[config.mk]
export PLATFORM = sky130hd
export DESIGN_NAME = xz_bus_sampler_flat
export DESIGN_NICKNAME = d
export VERILOG_FILES = /design/src/rtl/xz_sampler_pkg.sv /design/src/rtl/xz_bus_sampler_if.sv /design/src/rtl/xz_bus_sampler_fifo.sv /design/src/rtl/xz_bus_sampler.sv /design/src/flat_wrapper.sv
export SDC_FILE = /design/constraint.sdc
export NUM_CORES = 1
export LEC_CHECK = 0
export ABC_CLOCK_PERIOD_IN_PS = 4900
export BUFFER_PORTS_ARGS = -buffer_cell sky130_fd_sc_hd__buf_2
export CORE_MARGIN = 2
export CORE_UTILIZATION = 57
export DETAILED_ROUTE_END_ITERATION = 10
export GPL_ROUTABILITY_DRIVEN = 0
export MAX_ROUTING_LAYER = met4
export PLACE_DENSITY = 0.81
export SYNTH_ARGS = -nofsm -noshare
export SYNTH_HDL_FRONTEND = slang
export SYNTH_HIERARCHICAL = 1
export SYNTH_SLANG_ARGS = --single-unit
[constraint.sdc]
create_clock -name clk -period 4.9 [get_ports clk]
set_clock_uncertainty 0.05 [all_clocks]
set_input_delay 0.49 -clock clk [delete_from_list [all_inputs] [get_ports clk]]
set_output_delay 0.49 -clock clk [all_outputs]
set_load 0.01 [all_outputs]
[src/rtl/xz_sampler_pkg.sv]
`default_nettype none
// ============================================================================
//  Module   : xz_sampler_pkg
//  Purpose  : Shared types for the X/Z bus sampler: the resolved bus shape,
//             the queued sample record, the control FSM states and a
//             popcount helper for the unknown-bit mask.
//  Revision : 1.0  initial release
// ============================================================================
package xz_sampler_pkg;

  localparam int BUS_W = 24;

  typedef logic [2:4][3:2][0:1][3:2] bus_t;
  typedef logic [4:0]                xzcnt_t;

  typedef struct packed {
    bus_t   clean;
    bus_t   mask;
    xzcnt_t cnt;
  } sample_t;

  typedef enum logic [1:0] {
    RUN   = 2'd0,
    DRAIN = 2'd1,
    CLEAR = 2'd2
  } state_t;

  // Number of set bits in a mask; the bus shape is flattened first.
  function automatic xzcnt_t xz_popcount(input bus_t m);
    logic [BUS_W-1:0] flat;
    xzcnt_t           n;
    flat = m;
    n    = '0;
    for (int i = 0; i < BUS_W; i++) begin
      n = n + xzcnt_t'(flat[i]);
    end
    return n;
  endfunction

endpackage
`default_nettype wire

[src/rtl/xz_bus_sampler_if.sv]
`default_nettype none
// ============================================================================
//  Module   : xz_bus_sampler_if
//  Purpose  : Input and output stream handshakes of the X/Z bus sampler.
//             master = the environment driving samples and accepting
//             results, slave = the sampler stage.
//  Revision : 1.0  initial release
// ============================================================================
interface xz_bus_sampler_if;
  import xz_sampler_pkg::*;

  logic   in_valid;
  logic   in_ready;
  bus_t   in_bus;
  logic   out_valid;
  logic   out_ready;
  bus_t   out_clean;
  bus_t   out_xz_mask;
  xzcnt_t out_xz_count;

  modport master (
    output in_valid, in_bus, out_ready,
    input  in_ready, out_valid, out_clean, out_xz_mask, out_xz_count
  );

  modport slave (
    input  in_valid, in_bus, out_ready,
    output in_ready, out_valid, out_clean, out_xz_mask, out_xz_count
  );

endinterface
`default_nettype wire

[src/rtl/xz_bus_sampler_fifo.sv]
`default_nettype none
// ============================================================================
//  Module   : xz_sample_fifo
//  Purpose  : Small synchronous FIFO of sample_t records. The head is read
//             combinationally from storage so a pushed entry is visible the
//             cycle after the push. DEPTH must be a power of two (>= 2) so
//             the pointers wrap by natural overflow.
//  Revision : 1.0  initial release
// ============================================================================
module xz_sample_fifo
  import xz_sampler_pkg::*;
#(
  parameter int DEPTH = 2
) (
  input  wire     clk,
  input  wire     rst_n,
  input  wire     i_push,
  input  wire     i_pop,
  input  sample_t i_din,
  output sample_t o_dout,
  output logic    o_full,
  output logic    o_empty
);

  localparam int             c_ADDR_W = $clog2(DEPTH);
  localparam logic [c_ADDR_W:0] c_FULL = (c_ADDR_W + 1)'(DEPTH);

  sample_t               r_mem [DEPTH];
  logic [c_ADDR_W-1:0]   r_wr_ptr;
  logic [c_ADDR_W-1:0]   r_rd_ptr;
  logic [c_ADDR_W:0]     r_count;

  // Pointer and occupancy tracking; reset empties the queue at once.
  always_ff @(posedge clk or negedge rst_n) begin
    if (!rst_n) begin
      r_wr_ptr <= '0;
      r_rd_ptr <= '0;
      r_count  <= '0;
    end else begin
      if (i_push) r_wr_ptr <= r_wr_ptr + 1'b1;
      if (i_pop)  r_rd_ptr <= r_rd_ptr + 1'b1;
      case ({i_push, i_pop})
        2'b10:   r_count <= r_count + 1'b1;
        2'b01:   r_count <= r_count - 1'b1;
        default: r_count <= r_count;
      endcase
    end
  end

  // Storage needs no reset: entries are only observed while counted valid.
  always_ff @(posedge clk) begin
    if (i_push) r_mem[r_wr_ptr] <= i_din;
  end

  assign o_dout  = r_mem[r_rd_ptr];
  assign o_full  = (r_count == c_FULL);
  assign o_empty = (r_count == '0);

endmodule
`default_nettype wire

[src/rtl/xz_bus_sampler.sv]
`default_nettype none
// ============================================================================
//  Module   : xz_bus_sampler
//  Purpose  : Samples the 4-state resolved bus under valid/ready, marks
//             every X/Z bit, substitutes a clean value for it and queues
//             {clean, mask, count} for the next stage. Tracks a saturating
//             sample count and a sticky too-many-unknowns flag. A flush
//             drains the queue and clears the substitution history.
//  Option   : XZ_HOLD_LAST_EN - unknown bits take the last clean value of
//             that bit instead of 0.
//  Revision : 1.0  initial release
// ============================================================================
module xz_bus_sampler
  import xz_sampler_pkg::*;
#(
  parameter int W          = 24,
  parameter int DEPTH      = 2,
  parameter int CNT_W      = 8,
  parameter int ERR_THRESH = 4
) (
  input  wire               clk,
  input  wire               rst_n,
  input  wire               flush,
  xz_bus_sampler_if.slave   bus,
  output logic              sticky_err,
  output logic [CNT_W-1:0]  total_samples
);

  state_t         r_state;
  state_t         w_state_nxt;
  logic           w_full;
  logic           w_empty;
  logic           w_in_ready;
  logic           w_push;
  logic           w_pop;
  logic [W-1:0]   w_in_flat;
  logic [W-1:0]   w_mask;
  logic [W-1:0]   w_sub;
  logic [W-1:0]   w_clean;
  xzcnt_t         w_cnt;
  sample_t        w_din;
  sample_t        w_dout;

  assign w_in_flat  = bus.in_bus;
  assign w_in_ready = !w_full && (r_state == RUN);
  assign w_push     = bus.in_valid && w_in_ready;
  assign w_pop      = !w_empty && bus.out_ready;

`ifdef XZ_HOLD_LAST_EN
  logic [W-1:0] r_last_clean;

  // Substitution history: follows each accepted word, wiped by CLEAR.
  always_ff @(posedge clk or negedge rst_n) begin
    if (!rst_n)                 r_last_clean <= '0;
    else if (r_state == CLEAR)  r_last_clean <= '0;
    else if (w_push)            r_last_clean <= w_clean;
  end

  assign w_sub = r_last_clean;
`else
  assign w_sub = '0;
`endif

  // Per-bit classification: anything that is not a definite 0/1 is unknown.
  always_comb begin
    w_mask  = '0;
    w_clean = '0;
    for (int i = 0; i < W; i++) begin
      w_mask[i]  = (w_in_flat[i] !== 1'b0) && (w_in_flat[i] !== 1'b1);
      w_clean[i] = w_mask[i] ? w_sub[i] : w_in_flat[i];
    end
  end

  assign w_cnt       = xz_popcount(w_mask);
  assign w_din.clean = w_clean;
  assign w_din.mask  = w_mask;
  assign w_din.cnt   = w_cnt;

  xz_sample_fifo #(
    .DEPTH (DEPTH)
  ) u_fifo (
    .clk     (clk),
    .rst_n   (rst_n),
    .i_push  (w_push),
    .i_pop   (w_pop),
    .i_din   (w_din),
    .o_dout  (w_dout),
    .o_full  (w_full),
    .o_empty (w_empty)
  );

  // Saturating sample counter and sticky error, both cleared only by reset.
  always_ff @(posedge clk or negedge rst_n) begin
    if (!rst_n) begin
      total_samples <= '0;
      sticky_err    <= 1'b0;
    end else if (w_push) begin
      if (total_samples != '1) total_samples <= total_samples + 1'b1;
      if (int'(w_cnt) > ERR_THRESH) sticky_err <= 1'b1;
    end
  end

  // Control state register.
  always_ff @(posedge clk or negedge rst_n) begin
    if (!rst_n) r_state <= RUN;
    else        r_state <= w_state_nxt;
  end

  // Flush sequencing: stop accepting, drain, spend one cycle clearing.
  always_comb begin
    w_state_nxt = r_state;
    case (r_state)
      RUN:     if (flush)   w_state_nxt = DRAIN;
      DRAIN:   if (w_empty) w_state_nxt = CLEAR;
      CLEAR:   w_state_nxt = flush ? DRAIN : RUN;
      default: w_state_nxt = RUN;
    endcase
  end

  // Head outputs read as zero while the queue is empty.
  assign bus.in_ready     = w_in_ready;
  assign bus.out_valid    = !w_empty;
  assign bus.out_clean    = w_empty ? '0 : w_dout.clean;
  assign bus.out_xz_mask  = w_empty ? '0 : w_dout.mask;
  assign bus.out_xz_count = w_empty ? '0 : w_dout.cnt;

endmodule
`default_nettype wire

[src/flat_wrapper.sv]
// flat-port wrapper written by rule: the top's interface ports become plain ports
module xz_bus_sampler_flat import xz_sampler_pkg::*;
#(
  parameter int W          = 24,
  parameter int DEPTH      = 2,
  parameter int CNT_W      = 8,
  parameter int ERR_THRESH = 4
)
  (clk, rst_n, flush, sticky_err, total_samples, bus_in_valid, bus_in_bus, bus_out_ready, bus_in_ready, bus_out_valid, bus_out_clean, bus_out_xz_mask, bus_out_xz_count);
  xz_bus_sampler_if bus_i ();
  input  wire clk;
  input  wire rst_n;
  input  wire flush;
  output logic sticky_err;
  output logic [CNT_W-1:0] total_samples;
  input wire logic [$bits(bus_i.in_valid)-1:0] bus_in_valid;
  input wire logic [$bits(bus_i.in_bus)-1:0] bus_in_bus;
  input wire logic [$bits(bus_i.out_ready)-1:0] bus_out_ready;
  output wire logic [$bits(bus_i.in_ready)-1:0] bus_in_ready;
  output wire logic [$bits(bus_i.out_valid)-1:0] bus_out_valid;
  output wire logic [$bits(bus_i.out_clean)-1:0] bus_out_clean;
  output wire logic [$bits(bus_i.out_xz_mask)-1:0] bus_out_xz_mask;
  output wire logic [$bits(bus_i.out_xz_count)-1:0] bus_out_xz_count;
  assign bus_i.in_valid = bus_in_valid;
  assign bus_i.in_bus = bus_in_bus;
  assign bus_i.out_ready = bus_out_ready;
  assign bus_in_ready = bus_i.in_ready;
  assign bus_out_valid = bus_i.out_valid;
  assign bus_out_clean = bus_i.out_clean;
  assign bus_out_xz_mask = bus_i.out_xz_mask;
  assign bus_out_xz_count = bus_i.out_xz_count;
  xz_bus_sampler #(.W(W), .DEPTH(DEPTH), .CNT_W(CNT_W), .ERR_THRESH(ERR_THRESH)) u_core (.clk(clk), .rst_n(rst_n), .flush(flush), .bus(bus_i), .sticky_err(sticky_err), .total_samples(total_samples));
endmodule
Yosys cells after proc, flatten, opt, wreduce, memory -nomap -nowiden
Memory sizes are Yosys's and may differ from the RTL's.
Index checks and enable logic that the tools add are counted.
{ "word_totals": {"mem_bits_rw": 106, "ff_bits": 15, "out_inout_bits": 64, "n_memories": 1} }
{ "mem_list": {"columns": ["memory", "depth", "width", "rd", "rd_clocked_by_memory_dff", "write_ports", "line", "source"], "rows": [
  ["u_core.u_fifo.r_mem", 2, 53, 1, 0, 1, "xz_bus_sampler_fifo.sv:28", "sample_t r_mem [DEPTH];"]
]} }
{ "classes": {"n_reduce_logical": 35, "muxes": 34, "n_eq_ne": 56, "addsub": 28, "n_lt_le_gt_ge": 1} }
{ "ops": {"columns": ["cell", "n"], "rows": [
  ["$add A5 B1 Y5", 22],
  ["$mux W24", 2],
  ["$nex A1 B1 Y1 const B", 48],
  ["$logic_and A1 B1 Y1", 27],
  ["$mux W1", 27],
  ["$add A8 B1 Y8 const B", 1],
  ["$ne A8 B8 Y1 const B", 1],
  ["$eq A2 B2 Y1 const B", 3],
  ["$pmux W2 S3", 1],
  ["$reduce_and A2 Y1", 3],
  ["$gt A5 B3 Y1 const B", 1],
  ["$mux W5", 1],
  ["$eq A2 B1 Y1 const B", 2],
  ["$logic_not A2 Y1", 2],
  ["$mux W2", 2],
  ["$pmux W2 S2", 1],
  ["$add A1 B1 Y1 const B", 2],
  ["$add A1 B1 Y2", 1],
  ["$add A2 B1 Y2 const B", 1],
  ["$logic_not A1 Y1", 2],
  ["$ne A2 B1 Y1 const B", 1],
  ["$ne A2 B2 Y1 const B", 1],
  ["$reduce_bool A2 Y1", 1],
  ["$sub A2 B1 Y2 const B", 1]
]} }

Logic depth before layout (Yosys ltp)
Gate-level depths: netlist (run 1).
{ "depth": {"ltp_word": 27, "ltp_mapped": 8, "mapped_depth_nobuf": 7} }

By module
The synthesis (run 1) kept the hierarchy.
{ "by_module_without_submodules": {"columns": ["mod", "area_each_um2", "instances", "cells_per_inst"], "rows": [
  ["xz_sample_fifo", 4259.1, 1, 181],
  ["xz_bus_sampler", 884.6, 1, 108]
]} }

Worst setup path before layout (run 1)
No wires, ideal clock.
{ "synth_timing": {"path_type": "register -> register", "from": "reg u_core.u_fifo.r_count[1]", "to": "mem u_core/u_fifo/r_mem[0][0] in the netlist's numbering, enable pin", "stages_incl_launch_ff": 5, "required_time_ns": 4.386, "synth_period_minus_slack_ns": 3.788, "t_arrival_ns": 3.274, "setup_slack_ns": 1.112, "path_buffers": 0, "path_cell_list": "dfrtp_1 > nor2b_1 > nor4b_4 > inv_1 > nor2_1"} }
{ "synth_via": {"elab_chain_cells": 6} }
{ "synth_rtl": {"columns": ["item", "line", "source"], "rows": [
  ["from (decl)", "xz_bus_sampler_fifo.sv:31", "logic [c_ADDR_W:0] r_count;"],
  ["from (signal assigned)", "xz_bus_sampler_fifo.sv:43", "2'b10: r_count <= r_count + 1'b1;"],
  ["from (signal assigned)", "xz_bus_sampler_fifo.sv:44", "2'b01: r_count <= r_count - 1'b1;"],
  ["from (signal assigned)", "xz_bus_sampler_fifo.sv:45", "default: r_count <= r_count;"],
  ["$eq A2 B2 Y1", "xz_bus_sampler_fifo.sv:56", "assign o_full = (r_count == c_FULL);"],
  ["net u_core.w_full", "xz_bus_sampler.sv:31", "logic w_full;"],
  ["$logic_not A1 Y1", "xz_bus_sampler.sv:45", "assign w_in_ready = !w_full && (r_state == RUN);"],
  ["$logic_and A1 B1 Y1", "xz_bus_sampler.sv:45", null],
  ["$logic_and A1 B1 Y1", "xz_bus_sampler.sv:46", "assign w_push = bus.in_valid && w_in_ready;"],
  ["net u_core.w_push", "xz_bus_sampler.sv:34", "logic w_push;"],
  ["$mux W1", "xz_bus_sampler_fifo.sv:52", "if (i_push) r_mem[r_wr_ptr] <= i_din;"],
  ["$mux W1 (not written as such)", "xz_bus_sampler_fifo.sv:52", null],
  ["to (decl)", "xz_bus_sampler_fifo.sv:28", null]
]} }
The timed path passes the listed nets, and every way through them passes these cells.

Final worst setup path (run 1)
{ "layout_timing": {"from": "reg u_core.u_fifo.r_count[1]", "to": "mem u_core/u_fifo/r_mem[0][9] in the netlist's numbering, enable pin"} }
Same word-level chain as after synthesis.

==> results of run 1 <==
worst max-delay path, cell delays in order, from the launching register on:
cell and delay (ns):
dfrtp_1 0.42, nor2b_1 0.18, nor4b_4 0.44, inv_1 0.17
nor2_4 0.85, buf_4 0.40
sequential cells by signal, indices dropped and copies added (netlist names):
register,flops
u_core/total_samples,8
u_core/u_fifo/r_wr_ptr,1
u_core/u_fifo/r_mem,106
u_core/u_fifo/r_rd_ptr,1
u_core/u_fifo/r_count,2
u_core/r_state,2
metal layers:
metal,up-vias,track usage,part of all wire
met5,-,-,0
met4,0,0.0632,0.0022
met3,2,0.0652,0.055
met2,78,0.290,0.53
met1,1286,0.225,0.42
li1,1316,-,-
worst max path at each step:
stage	start	end	cells after the start
3_3_place_gp	u_core/u_fifo/r_count[1]	u_core/u_fifo/r_mem[0][51]	5
3_5_place_dp	u_core/u_fifo/r_count[1]	u_core/u_fifo/r_mem[0][21]	5
6_report	u_core/u_fifo/r_count[1]	u_core/u_fifo/r_mem[0][9]	5
4_1_cts	u_core/u_fifo/r_count[1]	u_core/u_fifo/r_mem[0][9]	5
2_1_floorplan	u_core/u_fifo/r_count[1]	u_core/u_fifo/r_mem[0][0]	4
5_1_grt	u_core/u_fifo/r_count[1]	u_core/u_fifo/r_mem[0][2]	5
report_power, final:
part,switching [W],internal [W],leakage [nW]
logic,0.000572,0.000665,1.28
clock network,0.000395,0.000767,0.268
registers,0.000212,0.00133,1.14
cells in the mapped netlist (all sizes together):
cell / number
a21oi: 2
a31oi: 1
and2: 2
and3: 1
and4: 1
buf: 7
clkbuf: 6
conb: 1
dfrtp: 14
edfxtp: 106
ha: 2
inv: 3
mux2: 58
nand2: 6
nand2b: 1
nand4: 3
nor2: 6
nor2b: 55
nor3: 2
nor3b: 1
nor4b: 1
o21ai: 2
xnor2: 4
xor2: 4
area by class of cell:
| cell class | count | share of cell area |
|---|---|---|
| multi-input combinational | 211 | 0.263 |
| tap | 108 | 0.0210 |
| timing repair buffer | 95 | 0.0760 |
| clock buffer | 22 | 0.0674 |
| inverter | 3 | 0.00175 |
| sequential | 120 | 0.551 |
| clock inverter | 10 | 0.0199 |
cells by family after synthesis:
logic type / synth area share
DFF: 0.687
and+or+nand+nor: 0.0963
muxes: 0.163
buffers and inverters: 0.0297
xor gates and xnor gates: 0.0136
AOI/OAI and AO/OA: 0.00511
adders and majority gates: 0.00486
other: 0.000729
repair_timing:
item	CTS	global route
hold endpoints to repair	14	0
gates resized for setup	0	0
hold buffers	1	0
stage by stage:
stage | instance area, sq um | hold slack [ns] | util | cells | total power [W]
after global placement | 5850 | 0.346 | 0.671 | 536 | 0.00277
after CTS | 6420 | 0.108 | 0.737 | 569 | 0.00398
after detailed placement | 5850 | 0.357 | 0.671 | 536 | 0.00280
after global routing | 6420 | 0.0969 | 0.737 | 569 | 0.00415
after floorplan | 5360 | 0.144 | - | 347 | 0.00246
final | 6420 | 0.129 | 0.737 | 569 | 0.00394
==> reports/qor.csv, run 1 <==
metric,value,unit
Layout Area Growth over Synthesis,24.9,%
share of layout cells above drive strength 1,0.401,
worst endpoint data arrival time,2.98,ns
"most common cell after layout, fill and taps aside",edfxtp_1,
Hold Path Sink,u_core/u_fifo/r_mem[0][41],
die span in y,99.0,um
CTS buffer count,17,
largest net degree at the start of global routing,55,
row count,34,
Yosys reg bits,120,
Post-Place Worst Slack,2.08,ns
core area,8720,sq um
clk buf depth,2,
syn avg cell area,17.8,sq um
largest cells by area after synthesis,"edfxtp_1 (62%), mux2_4 (14%), dfrtp_1 (6.8%)",
clock sink count,120,
First-pass DRT Iterations,4,
Vias,2682,
crit-path max FO,37,
MaxCap Viol Count,0,
CP endpoint kind,register,
RSZ-0062 raised after global routing,false,
worst path required time,5.03,ns
cell taking the most area after synthesis,edfxtp_1,
reg2reg start,u_core/u_fifo/r_count[1],
Pleak,2.69,nW
worst reg2reg endpoint,u_core/u_fifo/r_mem[0][9],
nets@finish,479,
All-Layer GR Usage,0.185,
Synth Cell Area,5140,sq um
outcome,"complete, no violations",
"Hold Violations, Final",0,
fin crit period,2.85,ns
period utilization,0.581,
actual slew at the worst max-slew pin,1.10,ns
"Slew Viols, Final",0,
Post-Route WL,8330,um
Post-Syn Instances,289,
slew margin rel.,0.267,
setup bufs post-CTS,0,
Synth warnings,6,
top cell type's share of synthesized area,0.619,
# diodes,0,
vias in the first global route,2704,
fillers,555,
most frequent cells in the layout,"edfxtp_1 (106), buf_2 (91), conb_1 (59)",
total gr overflow,0,
PwrDens,614,nW/um^2
WHS Path Cells,1,
I/O Buffers,91,
FMAX,0.351,GHz
Setup CP Type,reg -> reg,
Die Span X,99.0,um
Via-to-Cell Ratio,4.71,
drt drc,0,
"Seq/Total Area, Yosys",0.687,
clk root buf,clkbuf_8,
IO Pins,93,
area of the multi-input gates,1690,sq um
H-tree level count,4,
HPWL Detailed,5070,um
post-route ant nets,0,
worst-case reg-to-reg path depth,5,
per-cell routed wire length,14.6,um
Initial Utilization,0.590,
Netlist cell types,29,
startpoint types,register,
Iter 0 DRT Violations,151,
# setup viols final,0,
R2R setup slack,2.05,ns
clk slew on worst S/H paths,0.06,ns
initial antenna violation count,0,
register area,3540,sq um
die area,9800,sq um
setup ws final,2.05,ns
HP Class,in -> reg,
first-pass GRT wire length,13100,um
final setup TNS,0,ns
TritonCTS clock tree,built,
worst skew pair latency,0.50,ns
HP Start,bus_in_bus[12],
Peak VDD IR,0.000308,V
(Power assumes the default switching activity.)
==> run 2, diff against run 1 <==
Settings changed: ABC_AREA from default to 1, ABC_CLOCK_PERIOD_IN_PS 4900 to 2600, CORE_UTILIZATION 57 to 52, PLACE_DENSITY 0.81 to 0.78.
Clock period 4.9 ns to 2.6 ns, I/O delays scaled along.
==> run 2 against run 1 <==
Effect of this change: area after synthesis up 1.4%; sequential share of layout area down 3.3 points; sequential cell count unchanged; global-route usage grew 0.57 points; non-clock buffer count grew 30; final area grew 6.4%; via count up 35%; worst hold slack got worse by 0.061 ns; total power grew 91%.
==> reports/qor.csv, run 2 <==
metric,value,unit,change
First-pass DRT Iterations,7,,+3
# diodes,0,,unchanged
row count,36,,+5.9%
"Slew Viols, Final",0,,unchanged
per-cell routed wire length,11.9,um,-19%
Hold Path Sink,u_core/total_samples[6],,
core area,9770,sq um,+12%
share of layout cells above drive strength 1,0.211,,-0.190
Clk pwr share,0.277,,-0.018
vias in the first global route,3508,,+30%
cells resized by post-CTS repair,0,,unchanged
"Seq/Total Area, Yosys",0.677,,-0.00956
Layout Area Growth over Synthesis,31.1,%,
Synth Cell Area,5220,sq um,+1.4%
final setup TNS,0,ns,unchanged
H-tree level count,4,,unchanged
outcome,"complete, no violations",,
Post-Place Worst Slack,0.681,ns,-1.40 ns
All-Layer GR Usage,0.191,,+0.00571
switching power total,0.00262,W,+120%
R2R setup slack,0.76,ns,-1.29 ns
adder-cell share of the synthesized area,0.00480,,-0.0000677
clk root buf,clkbuf_8,,
Setup CP Type,reg -> out,,
TritonCTS clock tree,built,,
RSZ-0062 raised after global routing,false,,
CP endpoint kind,primary output,,
Pleak,3.26,nW,+21%
largest cells by area after synthesis,"edfxtp_1 (61%), inv_1 (8.7%), dfrtp_1 (6.7%)",,
HPWL Detailed,5940,um,+17%
Post-synth EDFFs,106,,unchanged
worst path required time,2.29,ns,-2.74 ns
most numerous cell in the Yosys netlist,inv_1,,
most frequent cells in the layout,"inv_1 (120), edfxtp_1 (106), buf_2 (91)",,
main combinational cell family by area after synthesis,simple AND/OR/NAND/NOR gates,,
worst reg2reg endpoint,u_core/u_fifo/r_mem[0][36],,
startpoint types,register,,
HP Class,in -> reg,,
register area,3540,sq um,unchanged
FMAX,0.443,GHz,
largest net degree at the start of global routing,70,,+27%
worst-case reg-to-reg path depth,8,,+3
CTS buffer count,17,,unchanged
Synth Area in Compound Gates,0.0619,,+0.0568
Gate power share,0.350,,+0.036
nets@finish,709,,+48%
syn avg cell area,10.5,sq um,-41%
Via-to-Cell Ratio,4.38,,-7.1%
clock sink count,120,,unchanged
clk slew on worst S/H paths,0.05,ns,about the same
Die Span X,104,um,+5.2%
fin crit period,2.26,ns,
Initial Utilization,0.534,,-0.0561
Top Registers,"u_core/u_fifo/r_mem x106, u_core/total_samples x8",,
period utilization,0.868,,
die area,10800,sq um,+11%
Post-Route WL,9780,um,+17%
setup ws final,0.343,ns,-1.71 ns
Post-Syn Instances,495,,+71%
post-route ant nets,0,,unchanged
IO Pins,93,,unchanged
Async SR Flop Fraction,0.117,,unchanged
WHS Path Cells,4,,+3
Yosys reg bits,120,,unchanged
total gr overflow,0,,unchanged
first-pass GRT wire length,15500,um,+18%
fillers,741,,+34%
initial antenna violation count,0,,unchanged
I/O Buffers,91,,unchanged
MaxCap Viol Count,0,,unchanged
Post-synth top cells,"inv_1 (121), edfxtp_1 (106), nand2_1 (87), nor2_1 (64), o21ai_0 (24)",,
area of the multi-input gates,1320,sq um,-22%
xor/xnor cell area share of the yosys netlist,0.0101,,-0.00355
multiplexer area fraction after synthesis,0,,-0.163
largest reg by FF count,u_core/u_fifo/r_mem,,
top cell type's share of synthesized area,0.610,,-0.00861
Post-Synth Simple-Gate Area,0.132,,+0.0354
drt drc,0,,unchanged
Int Pwr,0.00490,W,+77%
Iter 0 DRT Violations,258,,+71%
die span in y,104,um,+5.2%
crit-path max FO,36,,-2.7%
"Hold Violations, Final",0,,unchanged
Synth warnings,6,,unchanged
cell taking the most area after synthesis,edfxtp_1,,
worst endpoint data arrival time,1.95,ns,-1.03 ns
Peak VDD IR,0.000595,V,+93%
Netlist cell types,29,,unchanged
Vias,3608,,+35%
switching share of power,0.348,,+0.0490
max reg flops,106,,unchanged
PwrDens,1100,nW/um^2,+79%
worst skew pair latency,0.50,ns,about the same
ys flop type,edfxtp_1,,
fraction of power consumed by sequential logic,0.373,,-0.018
HP Start,bus_in_valid,,
"most common cell after layout, fill and taps aside",inv_1,,
clk buf depth,2,,unchanged
reg2reg start,u_core/u_fifo/r_count[1],,
# setup viols final,0,,unchanged
run 2: changes by cell type in the layout (fill, tap and decap cells not counted), moves of 22 or more:
cell,delta
inv_1,+117
dlygate4sd3_1,+25
nor2_1,+58
o21ai_0,+22
nand2_1,+81
o21ai_1,+23
mux2_4,-49
nor2b_1,-55
run 2: cell type report:
type | instances | area share
clock buffers | 29 | 0.0730
clock inverters | 3 | 0.00586
inverters | 122 | 0.0670
multi-input cells | 292 | 0.194
flip-flops and latches | 120 | 0.517
well taps | 133 | 0.0243
repair buffers | 125 | 0.119
run 2: cells by family after synthesis:
| logic type | count (synthesis) |
|---|---|
| AO/OA/AOI/OAI | 57 |
| XOR/XNOR | 6 |
| adder cells (fa/ha/maj) | 2 |
| buffers and inverters | 141 |
| flip-flops | 120 |
| other | 1 |
| AND/OR/NAND/NOR | 168 |
run 2: critical path: stages, from the launching register on:
cell	delay, ns
dfrtp_4	0.64
buf_12	0.24
o21ai_1	0.15
inv_1	0.06
nor2_1	0.17
buf_2	0.17
run 2: layer usage:
layer  GRT usage  up-vias  routed length (um)
met1       0.207     1645                4190
li1            -     1854                   -
met3      0.0564       13                 404
met4      0.0801        0                 106
met5           -        -                   0
met2       0.327       96                5080
run 2: repair_timing:
action,CTS,global route
endpoints found under the setup margin,0,6
hold buffers,26,0
endpoints found under the hold margin,63,0
buffers inserted,0,1
run 2: worst max-delay path by stage:
stage	endpoint	slack (ns)	cells after the start	from
after floorplan	u_core/u_fifo/r_mem[1][0]	0.28	7	u_core/u_fifo/r_count[1]
final	bus_out_xz_mask[11]	0.34	5	u_core/u_fifo/r_rd_ptr
after global placement	bus_out_clean[4]	0.73	6	u_core/u_fifo/r_rd_ptr
after CTS	bus_out_clean[9]	0.12	6	u_core/u_fifo/r_rd_ptr
after global routing	bus_out_clean[15]	0.16	6	u_core/u_fifo/r_rd_ptr
after detailed placement	bus_out_clean[5]	0.68	6	u_core/u_fifo/r_rd_ptr
run 2: metrics by stage:
stage	cell area [sq um]	power, W	instances	hold WS, ns	util
2_1_floorplan	5440	0.00454	553	-0.0856	-
3_3_place_gp	6020	0.00531	765	0.122	0.616
3_5_place_dp	6020	0.00538	765	0.131	0.616
4_1_cts	6820	0.00752	823	0.0457	0.698
5_1_grt	6840	0.00803	824	0.0787	0.700
6_report	6840	0.00752	824	0.0680	0.700
run 2: power by group through the flow:
stage / clock network [W] / logic (W) / registers (W)
floorplan: 0 / 0.00182 / 0.00273
global placement: 0 / 0.00244 / 0.00287
detailed placement: 0 / 0.00249 / 0.00289
CTS: 0.00212 / 0.00254 / 0.00286
global route: 0.00222 / 0.00296 / 0.00285
finish: 0.00208 / 0.00264 / 0.00280
